File: src/rtl/ltc2308_pkg.sv
// Shared LTC2308 definitions: resolution, config word layout, FSM encoding, channel decode.
// Imported by both the emulator and the ADC master.
package ltc2308_pkg;

  localparam int ADC_RES  = 12;
  localparam int CFG_SIZE = 6;

  // Config word layout {S/D, O/S, S1, S0, UNI, SLP}
  localparam int CFG_SD  = 5;
  localparam int CFG_OS  = 4;
  localparam int CFG_S1  = 3;
  localparam int CFG_S0  = 2;
  localparam int CFG_UNI = 1;
  localparam int CFG_SLP = 0;

  localparam logic [CFG_SIZE-1:0] CFG_DEFAULT = 6'b100010;

  typedef enum logic [1:0] {
    IDLE  = 2'd0,
    CONV  = 2'd1,
    SHIFT = 2'd2,
    SLEEP = 2'd3
  } state_t;

  // sel = cfg[5:2] = {S/D, O/S, S1, S0}; result matches the master's channel encoding.
  function automatic logic [3:0] chan_decode(input logic [3:0] sel);
    if (sel[3]) chan_decode = {1'b0, sel[1], sel[0], sel[2]};
    else        chan_decode = {1'b1, sel[2:0]};
  endfunction

endpackage

File: src/rtl/ltc2308_emulator_if.sv
// Serial pins between an LTC2308 master and the emulated converter.
// The master drives CONVST/SCK/SDI; the converter drives SDO.
interface ltc2308_emulator_if;
  logic CONVST;
  logic SCK;
  logic SDI;
  logic SDO;

  modport master (output CONVST, output SCK, output SDI, input SDO);
  modport slave  (input CONVST, input SCK, input SDI, output SDO);
endinterface

File: src/rtl/sync_edge_det.sv
// Multi-flop synchronizer for one asynchronous input with single-cycle rise/fall pulses.
// Level lags the pin by STAGES cycles; the pulses are aligned with the level change.
module sync_edge_det #(
  parameter int STAGES = 2
) (
  input  logic clock,
  input  logic reset,
  input  logic din,
  output logic level,
  output logic rise,
  output logic fall
);

  logic [STAGES-1:0] sync_q;
  logic              prev_q;

  always_ff @(posedge clock) begin
    if (reset) begin
      sync_q <= '0;
      prev_q <= 1'b0;
    end else begin
      sync_q <= (sync_q << 1) | STAGES'(din);
      prev_q <= sync_q[STAGES-1];
    end
  end

  assign level = sync_q[STAGES-1];
  assign rise  = level & ~prev_q;
  assign fall  = ~level & prev_q;

endmodule

File: src/rtl/ltc2308_emulator.sv
// Behavioural LTC2308 ADC: captures sample_data on CONVST, shifts it out on SCK, takes config on SDI.
// SDO follows an SCK fall by SYNC_STAGES+1 cycles; the master paces everything, no backpressure.
module ltc2308_emulator
  import ltc2308_pkg::*;
#(
  parameter int SYNC_STAGES = 2,
  parameter int CONV_TICKS  = 40
) (
  input  logic                clock,
  input  logic                reset,
  ltc2308_emulator_if.slave   spi,
  output logic [3:0]          channel,
  input  logic [ADC_RES-1:0]  sample_data,
  output logic                sample_tick,
  output logic                cfg_valid,
  output logic [CFG_SIZE-1:0] cfg_word,
  output logic                sleeping,
  output logic                convst_err
);

  localparam int CW = $clog2(CONV_TICKS + 1);
  localparam logic [CW-1:0] CONV_LAST = CW'(CONV_TICKS - 1);
  localparam logic [3:0]    FALL_LAST = 4'(ADC_RES - 1);
  localparam logic [2:0]    RISE_LAST = 3'(CFG_SIZE - 1);
  localparam logic [2:0]    RISE_MAX  = 3'(CFG_SIZE);

  logic cv_rise, sck_rise, sck_fall, sdi_lvl;
  logic unused_cv_lvl, unused_cv_fall, unused_sck_lvl, unused_sdi_rise, unused_sdi_fall;

  sync_edge_det #(.STAGES(SYNC_STAGES)) u_sync_convst (
    .clock(clock), .reset(reset), .din(spi.CONVST),
    .level(unused_cv_lvl), .rise(cv_rise), .fall(unused_cv_fall)
  );

  sync_edge_det #(.STAGES(SYNC_STAGES)) u_sync_sck (
    .clock(clock), .reset(reset), .din(spi.SCK),
    .level(unused_sck_lvl), .rise(sck_rise), .fall(sck_fall)
  );

  sync_edge_det #(.STAGES(SYNC_STAGES)) u_sync_sdi (
    .clock(clock), .reset(reset), .din(spi.SDI),
    .level(sdi_lvl), .rise(unused_sdi_rise), .fall(unused_sdi_fall)
  );

  state_t               state, state_next;
  logic                 start_conv, conv_err_c;
  logic [CW-1:0]        conv_cnt;
  logic [ADC_RES-1:0]   shift_reg;
  logic [3:0]           fall_cnt;
  logic [2:0]           rise_cnt;
  logic [CFG_SIZE-2:0]  cfg_shift;
  logic [CFG_SIZE-1:0]  cfg_next;

  always_ff @(posedge clock) begin
    if (reset) state <= IDLE;
    else       state <= state_next;
  end

  always_comb begin
    state_next = state;
    start_conv = 1'b0;
    conv_err_c = 1'b0;
    unique case (state)
      IDLE: begin
        if (cv_rise) begin
          state_next = CONV;
          start_conv = 1'b1;
        end
      end
      CONV: begin
        conv_err_c = cv_rise;
        if (conv_cnt == CONV_LAST) state_next = SHIFT;
      end
      SHIFT: begin
        if (cv_rise) begin
          state_next = CONV;
          start_conv = 1'b1;
        end else if (sck_fall && fall_cnt == FALL_LAST) begin
          // SLP was latched by this very transfer, so it decides where we land.
          state_next = cfg_word[CFG_SLP] ? SLEEP : IDLE;
        end
      end
      SLEEP: begin
        if (cv_rise) state_next = IDLE;
      end
      default: state_next = IDLE;
    endcase
  end

  assign cfg_next = {cfg_shift, sdi_lvl};

  always_ff @(posedge clock) begin
    if (reset) begin
      conv_cnt    <= '0;
      shift_reg   <= '0;
      fall_cnt    <= '0;
      rise_cnt    <= '0;
      cfg_shift   <= '0;
      cfg_word    <= CFG_DEFAULT;
      sample_tick <= 1'b0;
      cfg_valid   <= 1'b0;
      convst_err  <= 1'b0;
    end else begin
      sample_tick <= start_conv;
      convst_err  <= conv_err_c;
      cfg_valid   <= 1'b0;

      if (cv_rise) begin
        fall_cnt  <= '0;
        rise_cnt  <= '0;
        cfg_shift <= '0;
      end

      if (start_conv) begin
        shift_reg <= sample_data;
        conv_cnt  <= '0;
      end else if (state == CONV) begin
        conv_cnt <= conv_cnt + 1'b1;
      end

      if (state == SHIFT && !cv_rise) begin
        if (sck_fall) begin
          shift_reg <= {shift_reg[ADC_RES-2:0], 1'b0};
          fall_cnt  <= fall_cnt + 1'b1;
        end
        // Only the first CFG_SIZE rises carry config; later bits are don't-care.
        if (sck_rise && rise_cnt < RISE_MAX) begin
          cfg_shift <= cfg_next[CFG_SIZE-2:0];
          rise_cnt  <= rise_cnt + 1'b1;
          if (rise_cnt == RISE_LAST) begin
            cfg_word  <= cfg_next;
            cfg_valid <= 1'b1;
          end
        end
      end
    end
  end

  assign spi.SDO  = (state == SHIFT) ? shift_reg[ADC_RES-1] : 1'b0;
  assign sleeping = (state == SLEEP);
  assign channel  = chan_decode(cfg_word[CFG_SD:CFG_S0]);

endmodule

File: src/flat_wrapper.sv
// flat-port wrapper written by rule: the top's interface ports become plain ports
module ltc2308_emulator_flat import ltc2308_pkg::*;
#(
  parameter int SYNC_STAGES = 2,
  parameter int CONV_TICKS  = 40
)
  (clock, reset, channel, sample_data, sample_tick, cfg_valid, cfg_word, sleeping, convst_err, spi_CONVST, spi_SCK, spi_SDI, spi_SDO);
  ltc2308_emulator_if spi_i ();
  input  logic clock;
  input  logic reset;
  output logic [3:0] channel;
  input  logic [ADC_RES-1:0] sample_data;
  output logic sample_tick;
  output logic cfg_valid;
  output logic [CFG_SIZE-1:0] cfg_word;
  output logic sleeping;
  output logic convst_err;
  input wire logic [$bits(spi_i.CONVST)-1:0] spi_CONVST;
  input wire logic [$bits(spi_i.SCK)-1:0] spi_SCK;
  input wire logic [$bits(spi_i.SDI)-1:0] spi_SDI;
  output wire logic [$bits(spi_i.SDO)-1:0] spi_SDO;
  assign spi_i.CONVST = spi_CONVST;
  assign spi_i.SCK = spi_SCK;
  assign spi_i.SDI = spi_SDI;
  assign spi_SDO = spi_i.SDO;
  ltc2308_emulator #(.SYNC_STAGES(SYNC_STAGES), .CONV_TICKS(CONV_TICKS)) u_core (.clock(clock), .reset(reset), .spi(spi_i), .channel(channel), .sample_data(sample_data), .sample_tick(sample_tick), .cfg_valid(cfg_valid), .cfg_word(cfg_word), .sleeping(sleeping), .convst_err(convst_err));
endmodule
File: config.mk
export PLATFORM = sky130hd
export DESIGN_NAME = ltc2308_emulator_flat
export DESIGN_NICKNAME = d
export VERILOG_FILES = /design/src/rtl/ltc2308_pkg.sv /design/src/rtl/ltc2308_emulator_if.sv /design/src/rtl/sync_edge_det.sv /design/src/rtl/ltc2308_emulator.sv /design/src/flat_wrapper.sv
export SDC_FILE = /design/constraint.sdc
export NUM_CORES = 1
export LEC_CHECK = 0
export ABC_CLOCK_PERIOD_IN_PS = 3300
export CAP_MARGIN = 10
export CORE_ASPECT_RATIO = 0.75
export CORE_MARGIN = 3
export CORE_UTILIZATION = 57
export CTS_CLUSTER_SIZE = 30
export DETAILED_ROUTE_END_ITERATION = 10
export GPL_TIMING_DRIVEN = 0
export PLACE_DENSITY = 0.85
export SYNTH_ARGS = -nofsm -noshare
export SYNTH_HDL_FRONTEND = slang
export SYNTH_SLANG_ARGS = --single-unit
File: constraint.sdc
create_clock -name clock -period 3.3 [get_ports clock]
set_input_delay 0.33 -clock clock [delete_from_list [all_inputs] [get_ports clock]]
set_output_delay 0.33 -clock clock [all_outputs]
set_load 0.02 [all_outputs]
==> impl_metrics.env, run 1 <==
export IMPL_fillerInstances=276
export IMPL_synthTopCellsByArea="dfxtp_1 47%, mux2i_1 6.2%, nor2_1 6.1%"
export IMPL_die_w_um=76.1
export IMPL_synth_warnings=0
export IMPL_slowest_delay_ns=0.60
export IMPL_syn_avg_cell_area_um2=9.14
export IMPL_status="completed"
export IMPL_period_share_pct=76.3
export IMPL_die_h_um=58.6
export IMPL_ys_seq_elements=49
export IMPL_dp_hpwl_um=2960
export IMPL_slowest_stage="clkdlybuf4s50_1"
export IMPL_p_per_area_mw_per_mm2=434
export IMPL_cts_root_buf="clkbuf_8"
export IMPL_criticalPathCategory="flip-flop to primary output"
export IMPL_critPathTopFamily="buffers and inverters"
export IMPL_slew_headroom_pct=61.2
export IMPL_cts_hold_buffers_added=0
export IMPL_clk_pin_slew_ns=0.08
export IMPL_peakVddDrop_v=0.000369
export IMPL_dpl_cell_area_mm2=0.00247
export IMPL_finalNetCount=288
export IMPL_crit_arrival_ns=2.19
export IMPL_final_area_mm2=0.00258
export IMPL_power_leakage_nw=1.01
export IMPL_crit_chain="clkbuf_1, clkbuf_1, and2_1, clkdlybuf4s50_1"
export IMPL_drt_wl_total_um=4180
export IMPL_yosysSeqAreaShare_pct=46.6
export IMPL_fin_worst_skew_ns=0.00633
export IMPL_initial_core_util_pct=61.4
export IMPL_core_area_mm2=0.00342
export IMPL_syn_area_mm2=0.00210
export IMPL_start_kind="flip-flop"
export IMPL_drive_gt1_share_pct=7.09
export IMPL_ant_nets=0
export IMPL_grt_pass1_wl_um=6960
export IMPL_end_kind="primary output"
export IMPL_cts_max_level=2
export IMPL_grt_max_degree=15
export IMPL_finalSetupViolations=0
export IMPL_grt_ovfl_total=0
export IMPL_drv_slew=0
export IMPL_syn_num_nets=251
export IMPL_synth_async_reset_ratio_pct=0
export IMPL_syn_to_final_growth_pct=22.8
export IMPL_clockBufferDepth=2
export IMPL_cts_buffers=5
export IMPL_min_period_ns=2.52
export IMPL_diodes=0
export IMPL_synth_cells=230
export IMPL_ys_flop_type="dfxtp_1"
export IMPL_dr_pass1_iters=4
export IMPL_worstMarginPinSlew_ns=0.577
export IMPL_hold_viol=0
export IMPL_rsz0062_at_grt="false"
export IMPL_synth_edff_count=0
export IMPL_cts_resized_gates=0
export IMPL_place_congestion=0.780
export IMPL_yosysTopAreaCell="dfxtp_1"
export IMPL_drt_initial_drc_count=111
export IMPL_cp_num_buf_inv=3
export IMPL_drcViolationCount=0
export IMPL_cp_common_cell="clkbuf_1"
export IMPL_row_count=18
export IMPL_max_freq_ghz=0.397
export IMPL_yosysTopAreaCellShare_pct=46.6
export IMPL_num_vias=1693
export IMPL_grt_pass1_vias=1534
export IMPL_hold_class="input port to flip-flop"
export IMPL_crit_fanout=10
export IMPL_crit_required_ns=2.97
export IMPL_grtUsageTotal_pct=19.9
export IMPL_cts_setup_buffers=0
export IMPL_yosys_cell_types_count=37
export IMPL_cts_sinks=49
export IMPL_antenna_found_initial=0
export IMPL_setup_tns_ns=0
export IMPL_die_area_mm2=0.00446
export IMPL_cap_violations=0
export IMPL_routedWlPerCell_um=13.1
export IMPL_portBuffers=30
export IMPL_io_pins=32
export IMPL_cts_tree="built"
export IMPL_viasPerCell=5.32
export IMPL_largest_register_ff_count=12
export IMPL_clock_latency_ns=0.31
==> final cells by class <==
type                       instances  area (µm²)  share of cell area, %
multi-input combinational        161        1040                   40.3
inverter                           5        18.8                  0.727
timing repair buffer              30         300                   11.6
clock buffer                       7        86.3                   3.34
tap                               50        62.6                   2.42
clock inverter                     1        30.0                   1.16
buffer                            15        62.6                   2.42
sequential                        49         981                   38.0
==> synthesized netlist by cell type, drive strengths merged, types with 2 or more instances <==
master and number:
mux2 5, and2 9, nor3 2, a21oi 2, or3 2, nor2 34, ha 4, dfxtp 49
inv 5, xnor2 2, o21ai 14, and3 3, nand4 3, mux2i 13, nand2b 4, buf 3
a311oi 11, xor2 6, nor2b 11, clkbuf 12, nand2 23
==> placed cells by master (no fill, tap or decap), types with 2 or more instances in the layout <==
| cell type | netlist | final |
|---|---|---|
| clkdlybuf4s50_1 | 0 | 30 |
| or3_1 | 2 | 2 |
| nand2_1 | 23 | 23 |
| buf_2 | 2 | 2 |
| a21oi_1 | 2 | 2 |
| nand4_1 | 3 | 3 |
| xnor2_1 | 2 | 2 |
| mux2i_1 | 13 | 13 |
| o21ai_0 | 13 | 13 |
| xor2_1 | 6 | 6 |
| a311oi_1 | 11 | 11 |
| dfxtp_1 | 49 | 49 |
| clkbuf_1 | 12 | 13 |
| nor2_1 | 34 | 34 |
| mux2_2 | 5 | 5 |
| and3_1 | 3 | 3 |
| nand2b_1 | 3 | 3 |
| nor2b_1 | 11 | 11 |
| ha_1 | 4 | 4 |
| and2_1 | 9 | 9 |
| clkbuf_8 | 0 | 6 |
| inv_1 | 5 | 5 |
| nor3_1 | 2 | 2 |
==> per-layer routing <==
layer  vias to the layer above  global-route usage [%]  routed length (µm)
li1                        858                       -                   -
met1                       788                    26.8                2060
met2                        40                    30.6                1840
met3                         7                    5.35                 227
met4                         0                    8.79                  61
met5                         -                       0                   0
==> report_power, final <==
| part | internal, mW | leakage [nW] | switching (mW) | total, mW |
|---|---|---|---|---|
| registers | 0.603 | 0.397 | 0.00705 | 0.610 |
| logic | 0.0347 | 0.558 | 0.0379 | 0.0726 |
| clock network | 0.247 | 0.0585 | 0.190 | 0.437 |
==> through the flow <==
step | power, mW | setup slack, ns | utilization [%] | hold WS (ns) | std cells
4_1_cts | 1.13 | 0.779 | 75.4 | 0.367 | 318
5_1_grt | 1.17 | 0.637 | 75.4 | 0.406 | 318
2_1_floorplan | 0.663 | 1.73 | - | 0.414 | 230
3_3_place_gp | 0.693 | 1.14 | 72.0 | 0.417 | 310
3_5_place_dp | 0.695 | 1.13 | 72.0 | 0.432 | 310
6_report | 1.12 | 0.781 | 75.4 | 0.372 | 318
==> worst paths after layout <==
path | start | end | slack (ns) | cells past startpoint
max | u_core.state[0] | sleeping | 0.78 | 4
min | reset | u_core.u_sync_sdi.sync_q[1] | 0.37 | 2
max reg2reg | u_core.state[1] | u_core.shift_reg[7] | 1.51 | 5
min reg2reg | u_core.u_sync_convst.sync_q[0] | u_core.u_sync_convst.sync_q[1] | 0.45 | 1
==> kinds of logic (layout without fill, tap and decap cells) <==
| kind of cell | Yosys count | after routing | share of synthesized area (%) |
|---|---|---|---|
| AND/OR/NAND/NOR | 97 | 97 | 23.4 |
| flip-flops | 49 | 49 | 46.6 |
| AO/OA/AOI/OAI | 34 | 34 | 11.5 |
| buffers and inverters | 20 | 58 | 3.87 |
| multiplexers | 18 | 18 | 8.86 |
| XOR/XNOR | 8 | 8 | 3.33 |
| adder cells (fa/ha/maj) | 4 | 4 | 2.38 |
No activity file was read; power rests on OpenSTA's default activity.
==> run 2, diff against run 1 <==
- ABC_CLOCK_PERIOD_IN_PS: 3300 -> 2300
- CORE_UTILIZATION: 57 -> 48
- PLACE_DENSITY: 0.85 -> 0.76
- clock period: 3.3 -> 2.3 ns (I/O delays scaled with it)
==> run 2 against run 1 <==
Against the previous run: utilization is 13 points lower; register-to-register slack worse by 1.1 ns; design area is 0.82% lower; clock-buffer cell count is 2 lower; clock power is 12% higher; critical endpoint unchanged; highest routed layer unchanged.
==> impl_metrics.env, run 2 (synthesis gave the netlist of run 1 again) <==
export IMPL_crit_required_ns=2.07
export IMPL_initial_core_util_pct=50.9
export IMPL_finalNetCount=288
export IMPL_dp_hpwl_um=2950
export IMPL_crit_arrival_ns=1.93
export IMPL_syn_to_final_growth_pct=21.8
export IMPL_min_period_ns=2.16
export IMPL_drt_initial_drc_count=77
export IMPL_drive_gt1_share_pct=8.21
export IMPL_hold_class="input port to flip-flop"
export IMPL_final_cell_mix="49 x dfxtp_1, 34 x nor2_1, 30 x clkdlybuf4s50_1"
export IMPL_p_per_area_mw_per_mm2=574
export IMPL_grt_pass1_vias=1563
export IMPL_cts_tree="built"
export IMPL_largest_register_ff_count=12
export IMPL_viasPerCell=5.08
export IMPL_r2r_setup_slack_ns=0.44
export IMPL_routedWlPerCell_um=12.7
export IMPL_grt_ovfl_total=0
export IMPL_hold_viol=0
export IMPL_cap_violations=0
export IMPL_die_area_mm2=0.00522
export IMPL_core_area_mm2=0.00413
export IMPL_power_leakage_nw=1.01
export IMPL_crit_fanout=10
export IMPL_rsz0062_at_grt="false"
export IMPL_peakVddDrop_v=0.000427
export IMPL_cts_setup_buffers=0
export IMPL_drt_wl_total_um=4120
export IMPL_cts_sinks=49
export IMPL_max_freq_ghz=0.463
export IMPL_r2r_end="u_core.shift_reg[5]"
export IMPL_portBuffers=30
export IMPL_end_kind="primary output"
export IMPL_clock_latency_ns=0.30
export IMPL_die_h_um=63.3
export IMPL_drv_slew=0
export IMPL_cts_resized_gates=2
export IMPL_status="completed"
export IMPL_die_w_um=82.4
export IMPL_final_common_cell="dfxtp_1"
export IMPL_num_vias=1640
export IMPL_io_pins=32
export IMPL_start_kind="flip-flop"
export IMPL_criticalPathCategory="flip-flop to primary output"
export IMPL_setup_tns_ns=0
export IMPL_cts_hold_buffers_added=0
export IMPL_r2r_cells=6
export IMPL_ant_nets=0
export IMPL_cts_root_buf="clkbuf_8"
export IMPL_row_count=20
export IMPL_diodes=0
export IMPL_slew_headroom_pct=58.9
export IMPL_cts_max_level=2
export IMPL_fin_cells=323
export IMPL_drcViolationCount=0
export IMPL_grt_max_degree=16
export IMPL_clockBufferDepth=2
export IMPL_period_share_pct=93.8
export IMPL_place_congestion=0.792
export IMPL_cp_startpoint="u_core.state[0]"
export IMPL_dp_cells=315
export IMPL_cts_buffers=5
export IMPL_worstMarginPinSlew_ns=0.612
export IMPL_antenna_found_initial=0
export IMPL_r2r_start="u_core.u_sync_convst.prev_q"
export IMPL_grtUsageTotal_pct=17.5
export IMPL_fin_worst_skew_ns=0.00658
export IMPL_dr_pass1_iters=4
export IMPL_crit_end="sleeping"
export IMPL_grt_pass1_wl_um=6980
export IMPL_finalSetupViolations=0
export IMPL_clk_pin_slew_ns=0.09
run 2: changes by cell type in the layout (fill, tap and decap cells not counted), sizes merged:
cell,change
clkinv,+2
bufinv,-1
clkbuf,-2
clkinvlp,+1
run 2: through the flow:
stage / hold slack [ns] / instance area, µm² / total power, mW / setup slack (ns) / utilization (%)
after CTS: 0.241 / 2560 / 1.49 / 0.131 / 62.0
final: 0.254 / 2560 / 1.47 / 0.142 / 62.0
after detailed placement: 0.422 / 2470 / 0.997 / 0.209 / 59.9
after floorplan: 0.358 / 2100 / 0.952 / 0.732 / -
after global placement: 0.418 / 2470 / 0.996 / 0.182 / 59.9
after global routing: 0.254 / 2560 / 1.54 / 0.0328 / 62.0
run 2: per-layer routing:
metal / GRT usage (%) / up-vias / wire length, µm
li1: - / 856 / -
met1: 24.3 / 744 / 2100
met2: 24.9 / 36 / 1760
met3: 6.00 / 4 / 223
met4: 6.22 / 0 / 40
met5: 0 / - / 0
run 2: worst min path at each step:
stage | start | endpoint | slack (ns) | cells after the start
finish | reset | u_core.u_sync_sdi.sync_q[1] | 0.25 | 2
global route | reset | u_core.u_sync_sdi.sync_q[1] | 0.25 | 2
CTS | reset | u_core.u_sync_sdi.sync_q[1] | 0.24 | 2
detailed placement | u_core.u_sync_sck.sync_q[0] | u_core.u_sync_sck.sync_q[1] | 0.42 | 1
global placement | u_core.u_sync_sck.sync_q[0] | u_core.u_sync_sck.sync_q[1] | 0.42 | 1
floorplan | spi_CONVST | u_core.u_sync_convst.sync_q[0] | 0.36 | 1
run 2: worst max-delay path: stages (launching register included):
cell	delay [ns]
dfxtp_1	0.38
clkbuf_2	0.23
clkbuf_2	0.25
and2_1	0.16
clkdlybuf4s50_1	0.60
run 2: report_power, final:
part	total, mW	internal [mW]	leakage [nW]	switching, mW
clock network	0.491	0.210	0.0439	0.281
registers	0.875	0.865	0.397	0.00947
logic	0.104	0.0505	0.565	0.0535
run 2: area by class of cell:
type                            count  area [µm²]
Fill cell                         364        1570
Multi-Input combinational cell    161        1040
Sequential cell                    49         981
Timing Repair Buffer               30         300
Clock buffer                        5        68.8
Tap cell                           55        68.8
Buffer                             15        65.1
Inverter                            5        18.8
Clock inverter                      3        17.5
